<file path="src/rtl/pu_tag_lookup_engine.sv">
// Tag lookup engine: hashes up to 8 tags per request into the tag table, compares the returned
// keys and emits one result per tag followed by one status per request.
module pu_tag_lookup_engine #(
  parameter int NUM_OF_PU       = 8,
  parameter int PU_ID_NBITS     = 3,
  parameter int RCI_NBITS       = 8,
  parameter int TAG_NBITS       = 16,
  parameter int TBL_DEPTH_NBITS = 10,
  parameter int TBL_LAT         = 2
) (
  input  logic                                 i_clk,
  input  logic                                 i_rst,
  input  logic                                 i_req_valid,
  output logic                                 o_req_ready,
  input  logic [PU_ID_NBITS-1:0]               i_req_pid,
  input  logic [3:0]                           i_req_cnt,
  input  logic [8*TAG_NBITS-1:0]               i_req_tags,
  output logic                                 o_tbl_rd,
  output logic [TBL_DEPTH_NBITS-1:0]           o_tbl_addr,
  input  logic [TAG_NBITS+RCI_NBITS:0]         i_tbl_rdata,
  output logic                                 o_tag_lookup_valid,
  output logic [RCI_NBITS-1:0]                 o_tag_lookup_result,
  output logic [2:0]                           o_tag_lookup_result_num,
  output logic [PU_ID_NBITS-1:0]               o_tag_lookup_result_pid,
  output logic                                 o_tag_lookup_status_valid,
  output logic [3:0]                           o_tag_lookup_status,
  output logic [PU_ID_NBITS-1:0]               o_tag_lookup_status_pid
);

  // state    | meaning
  // S_IDLE   | ready for a new request
  // S_ISSUE  | one table read per cycle, tags 0..cnt-1
  // S_DRAIN  | waiting for the remaining results to leave the read pipe
  // S_STATUS | request status driven for one cycle
  typedef enum logic [1:0] {S_IDLE, S_ISSUE, S_DRAIN, S_STATUS} state_t;

  if (NUM_OF_PU > (1 << PU_ID_NBITS)) begin : g_pid_width_check
    $error("NUM_OF_PU does not fit in PU_ID_NBITS");
  end

  state_t                       r_state;
  state_t                       w_state_nxt;
  logic [PU_ID_NBITS-1:0]       r_pid;
  logic [3:0]                   r_cnt;
  logic [8*TAG_NBITS-1:0]       r_tags;
  logic [2:0]                   r_idx;
  logic                         r_pv [TBL_LAT];
  logic [2:0]                   r_pi [TBL_LAT];
  logic                         r_res_valid;
  logic [RCI_NBITS-1:0]         r_res_rci;
  logic [2:0]                   r_res_num;
  logic [PU_ID_NBITS-1:0]       r_res_pid;
  logic                         r_any_miss;

  logic                         w_ready;
  logic                         w_accept;
  logic [3:0]                   w_cnt_clamp;
  logic [TAG_NBITS-1:0]         w_issue_tag;
  logic [TBL_DEPTH_NBITS-1:0]   w_addr;
  logic                         w_rd_vld;
  logic [2:0]                   w_rd_idx;
  logic [TAG_NBITS-1:0]         w_cmp_tag;
  logic                         w_ent_vld;
  logic [TAG_NBITS-1:0]         w_ent_key;
  logic [RCI_NBITS-1:0]         w_ent_rci;
  logic                         w_hit;
  logic                         w_status_valid;

  assign w_ready     = (r_state == S_IDLE);
  assign w_accept    = i_req_valid & w_ready;
  assign w_cnt_clamp = (i_req_cnt > 4'd8) ? 4'd8 : i_req_cnt;

  // Fold the upper tag bits onto the table index.
  assign w_issue_tag = r_tags[int'(r_idx)*TAG_NBITS +: TAG_NBITS];
  assign w_addr      = w_issue_tag[TBL_DEPTH_NBITS-1:0]
                     ^ TBL_DEPTH_NBITS'(w_issue_tag >> TBL_DEPTH_NBITS);

  assign w_rd_vld  = r_pv[TBL_LAT-1];
  assign w_rd_idx  = r_pi[TBL_LAT-1];
  assign w_cmp_tag = r_tags[int'(w_rd_idx)*TAG_NBITS +: TAG_NBITS];
  assign w_ent_vld = i_tbl_rdata[TAG_NBITS+RCI_NBITS];
  assign w_ent_key = i_tbl_rdata[RCI_NBITS +: TAG_NBITS];
  assign w_ent_rci = i_tbl_rdata[RCI_NBITS-1:0];
  assign w_hit     = w_ent_vld && (w_ent_key == w_cmp_tag);

  always_comb begin
    w_state_nxt = r_state;
    case (r_state)
      S_IDLE:   if (w_accept) w_state_nxt = (w_cnt_clamp == 4'd0) ? S_STATUS : S_ISSUE;
      S_ISSUE:  if ({1'b0, r_idx} == r_cnt - 4'd1) w_state_nxt = S_DRAIN;
      S_DRAIN:  if (r_res_valid && ({1'b0, r_res_num} == r_cnt - 4'd1)) w_state_nxt = S_STATUS;
      S_STATUS: w_state_nxt = S_IDLE;
      default:  w_state_nxt = S_IDLE;
    endcase
  end

  always_ff @(posedge i_clk) begin
    if (i_rst) begin
      r_state     <= S_IDLE;
      r_pid       <= '0;
      r_cnt       <= '0;
      r_tags      <= '0;
      r_idx       <= '0;
      r_res_valid <= 1'b0;
      r_res_rci   <= '0;
      r_res_num   <= '0;
      r_res_pid   <= '0;
      r_any_miss  <= 1'b0;
      for (int k = 0; k < TBL_LAT; k++) begin
        r_pv[k] <= 1'b0;
        r_pi[k] <= '0;
      end
    end else begin
      r_state <= w_state_nxt;
      if (w_accept) begin
        r_pid  <= i_req_pid;
        r_cnt  <= w_cnt_clamp;
        r_tags <= i_req_tags;
        r_idx  <= '0;
      end else if (o_tbl_rd) begin
        r_idx <= r_idx + 3'd1;
      end
      // Valid/index pipe stays aligned with the table read latency.
      r_pv[0] <= o_tbl_rd;
      r_pi[0] <= r_idx;
      for (int k = 1; k < TBL_LAT; k++) begin
        r_pv[k] <= r_pv[k-1];
        r_pi[k] <= r_pi[k-1];
      end
      r_res_valid <= w_rd_vld;
      r_res_rci   <= (w_rd_vld && w_hit) ? w_ent_rci : '0;
      r_res_num   <= w_rd_vld ? w_rd_idx : 3'd0;
      r_res_pid   <= w_rd_vld ? r_pid : '0;
      if (w_accept) r_any_miss <= 1'b0;
      else if (w_rd_vld && !w_hit) r_any_miss <= 1'b1;
    end
  end

  assign w_status_valid = (r_state == S_STATUS);

  assign o_req_ready               = w_ready;
  assign o_tbl_rd                  = (r_state == S_ISSUE);
  assign o_tbl_addr                = o_tbl_rd ? w_addr : '0;
  assign o_tag_lookup_valid        = r_res_valid;
  assign o_tag_lookup_result       = r_res_rci;
  assign o_tag_lookup_result_num   = r_res_num;
  assign o_tag_lookup_result_pid   = r_res_pid;
  assign o_tag_lookup_status_valid = w_status_valid;
  assign o_tag_lookup_status       = w_status_valid ? {1'b0, (r_cnt == 4'd0), r_any_miss, 1'b1} : 4'd0;
  assign o_tag_lookup_status_pid   = w_status_valid ? r_pid : '0;

endmodule
</file>
<file path="config.mk">
export PLATFORM = sky130hd
export DESIGN_NAME = pu_tag_lookup_engine
export DESIGN_NICKNAME = d
export VERILOG_FILES = /design/src/rtl/pu_tag_lookup_engine.sv
export SDC_FILE = /design/constraint.sdc
export NUM_CORES = 1
export LEC_CHECK = 0
export CAP_MARGIN = 20
export CORE_ASPECT_RATIO = 0.5
export CORE_UTILIZATION = 54
export CTS_CLUSTER_SIZE = 28
export DETAILED_ROUTE_END_ITERATION = 8
export PLACE_DENSITY = 0.89
export SETUP_SLACK_MARGIN = 0.1
export SLEW_MARGIN = 30
export SYNTH_ARGS = -nofsm -noshare
export SYNTH_HDL_FRONTEND = slang
export SYNTH_SLANG_ARGS = --single-unit
</file>
<file path="constraint.sdc">
create_clock -name i_clk -period 6.2 [get_ports i_clk]
set_input_delay 1.24 -clock i_clk [delete_from_list [all_inputs] [get_ports i_clk]]
set_output_delay 1.24 -clock i_clk [all_outputs]
set_load 0.005 [all_outputs]
</file>
==> results of run 1 <==
metal layers:
| layer | global-route usage, % | up-vias | share of wire [%] |
|---|---|---|---|
| li1 | - | 3313 | - |
| met1 | 37.5 | 3508 | 36 |
| met2 | 57.9 | 466 | 50 |
| met3 | 7.77 | 106 | 10 |
| met4 | 15.3 | 0 | 3.9 |
| met5 | 0 | - | 0 |
synthesized netlist by cell type (5+ instances only):
cell type	n	area, sq um
sky130_fd_sc_hd__ha_1	6	75.1
sky130_fd_sc_hd__nand2_1	286	1070
sky130_fd_sc_hd__buf_1	5	18.8
sky130_fd_sc_hd__and2_1	11	68.8
sky130_fd_sc_hd__dfxtp_1	164	3280
sky130_fd_sc_hd__nor2b_1	16	100
sky130_fd_sc_hd__xor2_1	23	201
sky130_fd_sc_hd__xnor2_1	15	131
sky130_fd_sc_hd__mux2i_1	33	330
sky130_fd_sc_hd__o211a_1	6	60.1
sky130_fd_sc_hd__mux2_2	7	78.8
sky130_fd_sc_hd__mux4_2	52	1170
sky130_fd_sc_hd__buf_2	6	30.0
sky130_fd_sc_hd__a21oi_1	135	676
sky130_fd_sc_hd__clkbuf_1	54	203
sky130_fd_sc_hd__nor3_1	14	70.1
worst paths after layout:
path                                  from             to  slack, ps  depth (start not counted)
worst max-delay path              r_idx[1]  o_tbl_addr[3]       2190                          6
worst min-delay path            r_pi[0][1]     r_pi[0][4]        440                          1
worst max register to register  r_pi[0][4]     r_any_miss       3060                          6
worst min register to register  r_pi[0][1]     r_pi[0][4]        440                          1
power by group through the flow:
| stage | Clock, mW | Combinational, mW | Sequential [mW] |
|---|---|---|---|
| after floorplan | 0 | 0.740 | 1.32 |
| after global placement | 0 | 0.953 | 1.41 |
| after detailed placement | 0 | 0.990 | 1.43 |
| after CTS | 0.985 | 1.01 | 1.41 |
| after global routing | 1.03 | 1.11 | 1.43 |
| final | 0.982 | 1.02 | 1.42 |
layout by cell type (no fill, tap or decap), types with 6 or more instances in the layout:
cell / instances
sky130_fd_sc_hd__ha_1: 6
sky130_fd_sc_hd__a21oi_1: 135
sky130_fd_sc_hd__clkbuf_16: 17
sky130_fd_sc_hd__nor2b_1: 16
sky130_fd_sc_hd__o211a_1: 6
sky130_fd_sc_hd__mux2_2: 7
sky130_fd_sc_hd__mux2i_1: 33
sky130_fd_sc_hd__clkdlybuf4s50_1: 195
sky130_fd_sc_hd__buf_4: 7
sky130_fd_sc_hd__xor2_1: 23
sky130_fd_sc_hd__nor3_1: 14
sky130_fd_sc_hd__nand2_1: 285
sky130_fd_sc_hd__mux4_2: 52
sky130_fd_sc_hd__xnor2_1: 15
sky130_fd_sc_hd__and2_1: 10
sky130_fd_sc_hd__dfxtp_1: 161
cell type report:
type | count | area [sq um] | share of cell area (%)
tap | 192 | 240 | 2.31
multi-input combinational | 640 | 4320 | 41.5
clock buffer | 19 | 433 | 4.16
antenna | 3 | 7.51 | 0.0721
inverter | 4 | 15.0 | 0.144
timing repair buffer | 202 | 2000 | 19.2
clock inverter | 13 | 104 | 0.997
sequential | 164 | 3290 | 31.6
cell families after synthesis:
logic type                 share of synthesized area [%]
and+or+nand+nor                                     18.1
DFF                                                 41.3
AOI/OAI and AO/OA                                   10.5
muxes                                               20.4
buffers and inverters                               4.55
xor gates and xnor gates                            4.19
adders and majority gates                          0.945
other                                             0.0472
registers in the layout (all words and copies together), names as in the netlist:
name                     cells
r_tags                     128
o_tag_lookup_result          8
r_pi                         6
r_cnt                        4
o_tag_lookup_result_num      3
o_tag_lookup_result_pid      3
r_idx                        3
r_pid                        3
r_pv                         2
r_state                      2
o_tag_lookup_valid           1
r_any_miss                   1
stage by stage:
stage          instances  cell area (sq um)  power (mW)
4_1_cts             1234              10400        3.40
2_1_floorplan        882               7950        2.06
6_report            1237              10400        3.42
3_5_place_dp        1202               9860        2.42
5_1_grt             1234              10400        3.57
3_3_place_gp        1202               9860        2.37
==> reports/results.txt, run 1 <==
The run gives 0.236 mV as the worst ir drop on vdd. Synthesis-to-layout area growth: 31.1%. The total overflow left after global routing is 0.

TritonCTS built the clock tree. The internal power of the cells totals 2.22 mW. Setup repair after global routing left no endpoint under its margin. Summed over all nets, the half-perimeter wirelength after detailed placement is 16,900 microns.

Buffers added to address setup during post-CTS repair amount to 0. Wires add up to 24,000 microns. The first global-routing pass estimated 37,300 microns of wire.

Of all flip-flops after synthesis, the portion carrying an async set or reset was 0%. Sequential elements use 41.3% of the synthesized area. In the final layout, the share of cells above drive strength 1 is 9.69%. The final cycle utilization of the critical path came out at 64.6%. The flow ran to the end, and the final reports show no timing, DRC or antenna violations. Clock-pin slew was measured on the worst setup and hold paths at 60 ps. The weighted congestion at the end of routability-driven global placement is 1.01.

Detailed routing inserted a total of 7,393 vias. For the number of antenna violations at the first check in global routing, the log shows 2. The minimum clock period after layout is 4010 ps, and the max-capacitance violation count is 0. CTS saw 164 sinks. Standby leakage power: 3.68 nW.

The main flop type after synthesis is sky130_fd_sc_hd__dfxtp_1. The slowest cell on the critical path was sky130_fd_sc_hd__dfxtp_2. In this run the number of H-tree levels came out at 4. Net switching is 35.2% of the power. Across all hold checks on the routed design, the worst slack comes to 441 ps. After filler insertion, the fill cell instance count of the layout stands at 945.

Between clock sinks in the finished design, the worst skew comes to 14.2 ps. The path class of the tightest hold or removal check is flop to flop. The clock network is responsible for 28.7% of the overall power.

The number of synthesized register bits is 164, and the average vias per placed instance is 5.98. Combined global-route utilization of all metal layers: 32.3%. In this run the horizontal extent of the chip is 174 microns.

Clock network latency to the later pin of the worst-skew pair: 440 ps. After the last flow step, the layout net total stands at 1,198. Worst slew slack as a fraction of its limit: 33.5%. The number of global-route vias before repair is 7,195, and the number of buffer and inverter instances along the worst setup path is 2. At the worst endpoint, the arrival time is 2770 ps. The run gives 0 as the remaining design rule violation count. 198 I/O pins were placed.

Yosys mapped a number of flops with a built-in enable equal to 0. Proportion of power drawn by combinational gates: 29.8%. The y dimension of the die is 87.8 microns, and the area of the core region is 14,000 sq um.

When the netlist entered floorplanning its net count stood at 1,051. Cells fill 74.6% of the core in the end. The first-pass detailed-route iteration total is 5, and the measured slew at the worst slew-check pin is 997 ps. Summed over all nets, the switching power comes to 1.20 mW. The power per unit of standard cell area was 328 nW/um^2; the total of warnings raised by yosys was 0.

Average cell area after synthesis: 9.01 sq um. STA classifies the critical path startpoint as a flop. The post-synthesis cell type count was 39; the total standard cell area after synthesis was 7950 sq um.

The critical path goes through buf_4 -> mux4_2 -> xnor2_1 -> nand2_1 -> o211a_1 -> clkdlybuf4s50_1. The run gives 97 as the largest net degree at the start of global routing. The maximum net fanout on the critical path is 23, and the critical path's largest stage delay is 730 ps. The violation count after the first detailed-routing iteration was 788. The root buffer cell chosen for the clock tree is sky130_fd_sc_hd__clkbuf_16. Adding up every negative setup slack in the final design gives 0 ps. The number of endpoints failing setup at the final stage was 0; the buffer levels on the longest clock path was 2. The worst-case setup slack after placement is 2330 ps.

In the final routed layout, each cell accounts on average for 19.4 microns. In this run the remaining antenna-violating nets after routing total 0. In this run, CTS created clock tree buffers numbering 17.

The initial utilization of the core area, before any placement, comes to 56.9%. The cell family contributing the most delay on the critical path is buffers and inverters. STA classifies the critical path endpoint as an output port. The post-route worst setup slack was 2190 ps; the port buffer count was 196.

The die covers 15,200 sq um. In this run, flip-flops and latches consume 41.5% of the power. The number of endpoints with negative hold slack in the final report came out at 0. Row generation in the floorplan step produced 30 rows. Type of the worst setup path: flop to output port. The run gives 4960 ps as the data required time at the worst endpoint. For the synthesized netlist cell count, the log shows 882.

Once the clock tree was built, the resizer swapped 0 gates to a different size. Hold repair after CTS inserted 0 buffers. The tools report the highest achievable clock rate as 250 MHz. For the final number of max-transition violations, the log shows 0.
Power figures use the tool's default switching activity.
==> inputs of run 2 (changes only) <==
--- a/config.mk
+++ b/config.mk
@@ -7,10 +7,10 @@
 export LEC_CHECK = 0
 export CAP_MARGIN = 20
 export CORE_ASPECT_RATIO = 0.5
-export CORE_UTILIZATION = 54
+export CORE_UTILIZATION = 50
 export CTS_CLUSTER_SIZE = 28
 export DETAILED_ROUTE_END_ITERATION = 8
-export PLACE_DENSITY = 0.89
+export PLACE_DENSITY = 0.83
 export SETUP_SLACK_MARGIN = 0.1
 export SLEW_MARGIN = 30
 export SYNTH_ARGS = -nofsm -noshare
==> constraint.sdc (replaced) <==
create_clock -name i_clk -period 4.2 [get_ports i_clk]
set_input_delay 0.84 -clock i_clk [delete_from_list [all_inputs] [get_ports i_clk]]
set_output_delay 0.84 -clock i_clk [all_outputs]
set_load 0.005 [all_outputs]
==> run 2 against run 1 <==
  * Global-route usage shrank 3.7 points
  * First-iteration DRC count shrank 30%
  * Critical endpoint is now o_tbl_addr[4]
  * Core utilization shrank 6.1 points
  * Cell area increased by 1.6%
  * Routed wire length fell by 3.8%
  * Cell count is 1.4% higher
  * Non-clock buffer count up 8
  * Total power grew 53%
  * Sequential power increased by 43%
  * Clock skew decreased by 3.8 ps
  * Worst setup slack got worse by 1700 ps
  * Critical path depth did not move
==> reports/results.txt, run 2 (same netlist as run 1, synthesis figures left out) <==
The commonest non-fill, non-tap cell in the layout was sky130_fd_sc_hd__nand2_1. The port buffer count came out at 196 (unchanged). The logs give 3.48 mW (+57%) for the internal power component and 920 ps (-2140 ps) for the slack of the worst reg-to-reg path. The number of placement rows was 32 (+6.7%); the first-pass detailed-route iteration total was 5 (unchanged). Root buffer cell: sky130_fd_sc_hd__clkbuf_16. The worst-case setup slack after placement was 959 ps (-1370 ps); the global-route wire length before repair was 36,500 microns (-2.3%). The run gives 17,100 microns (+1.1%) as the half-perimeter wire length after placement.

Power per unit of standard cell area: 493 nW/um^2 (+50%). The tools report the net count reported at finish as 1,206 (+0.67%). The number of global-route vias before repair is 7,144 (-0.71%), and the average wire per standard cell is 18.4 microns (-5.1%). The post-CTS clock slew at the launch and capture registers of the worst setup and hold paths was 70 ps (about the same). The type of the most critical hold path is flop to flop.

The largest net degree at the start of global routing is 102 (+5.2%), and the remaining design rule violation count is 0 (unchanged). The routed design could run at a clock period as short as 3690 ps. The clock network latency to the later pin of the worst-skew pair was 430 ps (about the same). The library cells used most frequently in the layout, excluding fill and tap cells, are sky130_fd_sc_hd__nand2_1, sky130_fd_sc_hd__clkdlybuf4s50_1, sky130_fd_sc_hd__dfxtp_1. The total clock buffers created by CTS was 17 (unchanged); the overall die area was 16,400 sq um (+7.9%). The clock skew after layout came out at 10.4 ps (-3.85 ps). TritonCTS built the clock tree. The worst setup path is of the flop to output port kind. The logs give 198 (unchanged) for the number of ports placed on the die boundary and 0 (unchanged) for the final number of max-transition violations. The number of antenna violations at the first check in global routing is 0 (-2), and the effective utilization at floorplan is 51.4% (-5.5 points). The arrival time of the worst setup path is 2850 ps (+80 ps). The number of buffers added to fix hold violations after cts was 0 (unchanged).

The worst slew slack as a fraction of its limit is 31.6% (-2.0 points). The buffer levels on the longest clock path is 2 (unchanged), and the diode insertion count for antenna repair is 0 (-3). The switching part of the total was 33.4% (-1.9 points). The data required time at the worst endpoint was 3360 ps (-1600 ps); the flip-flop count of the largest register, all copies and words added was 128 (unchanged). The worst path uses 87.8% of the clock period. The logs give 552 (-30%) for the violation count after the first detailed-routing iteration and 0 (unchanged) for the count of nets left with antenna violations after detail routing. The final wirelength is 23,100 microns (-3.8%), and the proportion of power drawn by combinational gates is 30.1% (+0.3 points). The largest register by flop count was r_tags. The maximum net fanout on the critical path is 36 (+57%), and the horizontal die dimension is 180 microns (+3.9%). Weighted congestion at the end of routability-driven global placement: 0.898 (-11%). The logs give 0 (unchanged) for the total setup buffers inserted after CTS and 0.338 mV (+43%) for the worst ir drop on vdd. The layout cell share with drive strength beyond 1 works out to 10.3% (+0.59 points). The run finished with clean final reports. The measured slew at the worst slew-check pin is 1030 ps (+28.1 ps), and the CTS sink count is 164 (unchanged). The tools report the max-capacitance violation count as 0 (unchanged). The area of the core region came out at 15,500 sq um (+11%).

The level count of the clock H-tree came out at 4 (unchanged). For the fill cell total of the finished layout, the log shows 1,150 (+22%). The average vias per placed instance is 5.70 (-4.6%), and the power spent charging and discharging nets is 1.74 mW (+45%). The logs give 271 MHz for the highest achievable clock rate and 0 (unchanged) for the total congestion overflow.

Part of the power in registers: 39.0% (-2.5 points). The total power draw was 5.22 mW (+53%); the area used by multi-input combinational logic was 4320 sq um (unchanged). Final-layout setup total negative slack: 0 ps (unchanged). The number of endpoints failing setup at the final stage is 0 (unchanged).

The tools report the combined global-route utilization of all metal layers as 28.6% (-3.7 points). The worst hold slack after final layout came out at 451 ps (+9.14 ps). Setup repair after global routing left no endpoint under its margin. The number of endpoints with negative hold slack in the final report was 0 (unchanged). The y dimension of the die is 91.1 microns (+3.8%), and the synthesis-to-layout area growth is 33.2%. For the number of instances in the placed design, the log shows 1,222 (+1.7%).

The total via count after detailed routing is 7,153 (-3.2%). The run gives 3.76 nW (+2.2%) as the standby leakage power. Kind of launch point of the worst setup path: a flop. The worst setup path is captured at an output port.

For the proportion of power drawn by the clock network, the log shows 30.9% (+2.2 points). The area of all sequential standard cells came out at 3290 sq um (-0.19%). For the number of instances resized during post-cts repair, the log shows 0 (unchanged).

The run gives 512 ps (-1680 ps) as the post-route worst setup slack. The number of non-filler instances in the completed layout came out at 1,254 (+1.4%).
==> run 2: cell types whose count changed in the layout (fill, tap and decap cells not counted), sizes merged <==
cell | previous run | this run
clkinvlp | 3 | 2
buf | 7 | 15
clkinv | 7 | 4
bufinv | 0 | 3
inv | 7 | 8
diode | 3 | 0
==> run 2: cell type report <==
cell class	instances	area share, %
inverter	4	0.142
tap	204	2.41
sequential	164	31.0
multi-input combinational	640	40.8
timing repair buffer	210	19.9
clock buffer	19	4.09
clock inverter	13	1.64
==> run 2: critical path, cell delays in order, from the launching register on <==
cell and delay (ps):
sky130_fd_sc_hd__dfxtp_2 310, sky130_fd_sc_hd__buf_4 530, sky130_fd_sc_hd__mux4_2 620, sky130_fd_sc_hd__xnor2_1 170, sky130_fd_sc_hd__nand2_1 70, sky130_fd_sc_hd__o211a_1 200
sky130_fd_sc_hd__clkdlybuf4s50_1 510
==> run 2: path summary, 6_finish.rpt <==
check	startpoint	cells after the start	endpoint
worst max-delay path	r_idx[0]	6	o_tbl_addr[4]
worst min register to register	r_pi[0][1]	1	r_pi[0][4]
worst min-delay path	r_pi[0][1]	1	r_pi[0][4]
worst max register to register	r_pi[0][3]	7	r_any_miss
==> run 2: per-layer routing <==
layer / vias to the layer above / global-route usage, % / routed length [microns]
met5: - / 0 / 0
met4: 0 / 13.0 / 675
met3: 60 / 5.90 / 1900
met2: 328 / 48.1 / 11200
met1: 3432 / 35.7 / 9350
li1: 3333 / - / -
==> run 2: through the flow <==
step	instance area (sq um)	utilization [%]
finish	10600	68.5
global route	10600	68.5
CTS	10600	68.4
detailed placement	9970	64.5
global placement	9970	64.5
floorplan	7950	-
==> run 2: power groups by stage <==
| stage | Sequential, mW | Clock [mW] | Combinational (mW) |
|---|---|---|---|
| floorplan | 1.95 | 0 | 1.09 |
| global placement | 2.04 | 0 | 1.50 |
| detailed placement | 2.05 | 0 | 1.55 |
| CTS | 2.02 | 1.62 | 1.57 |
| global route | 2.05 | 1.69 | 1.72 |
| finish | 2.03 | 1.61 | 1.57 |
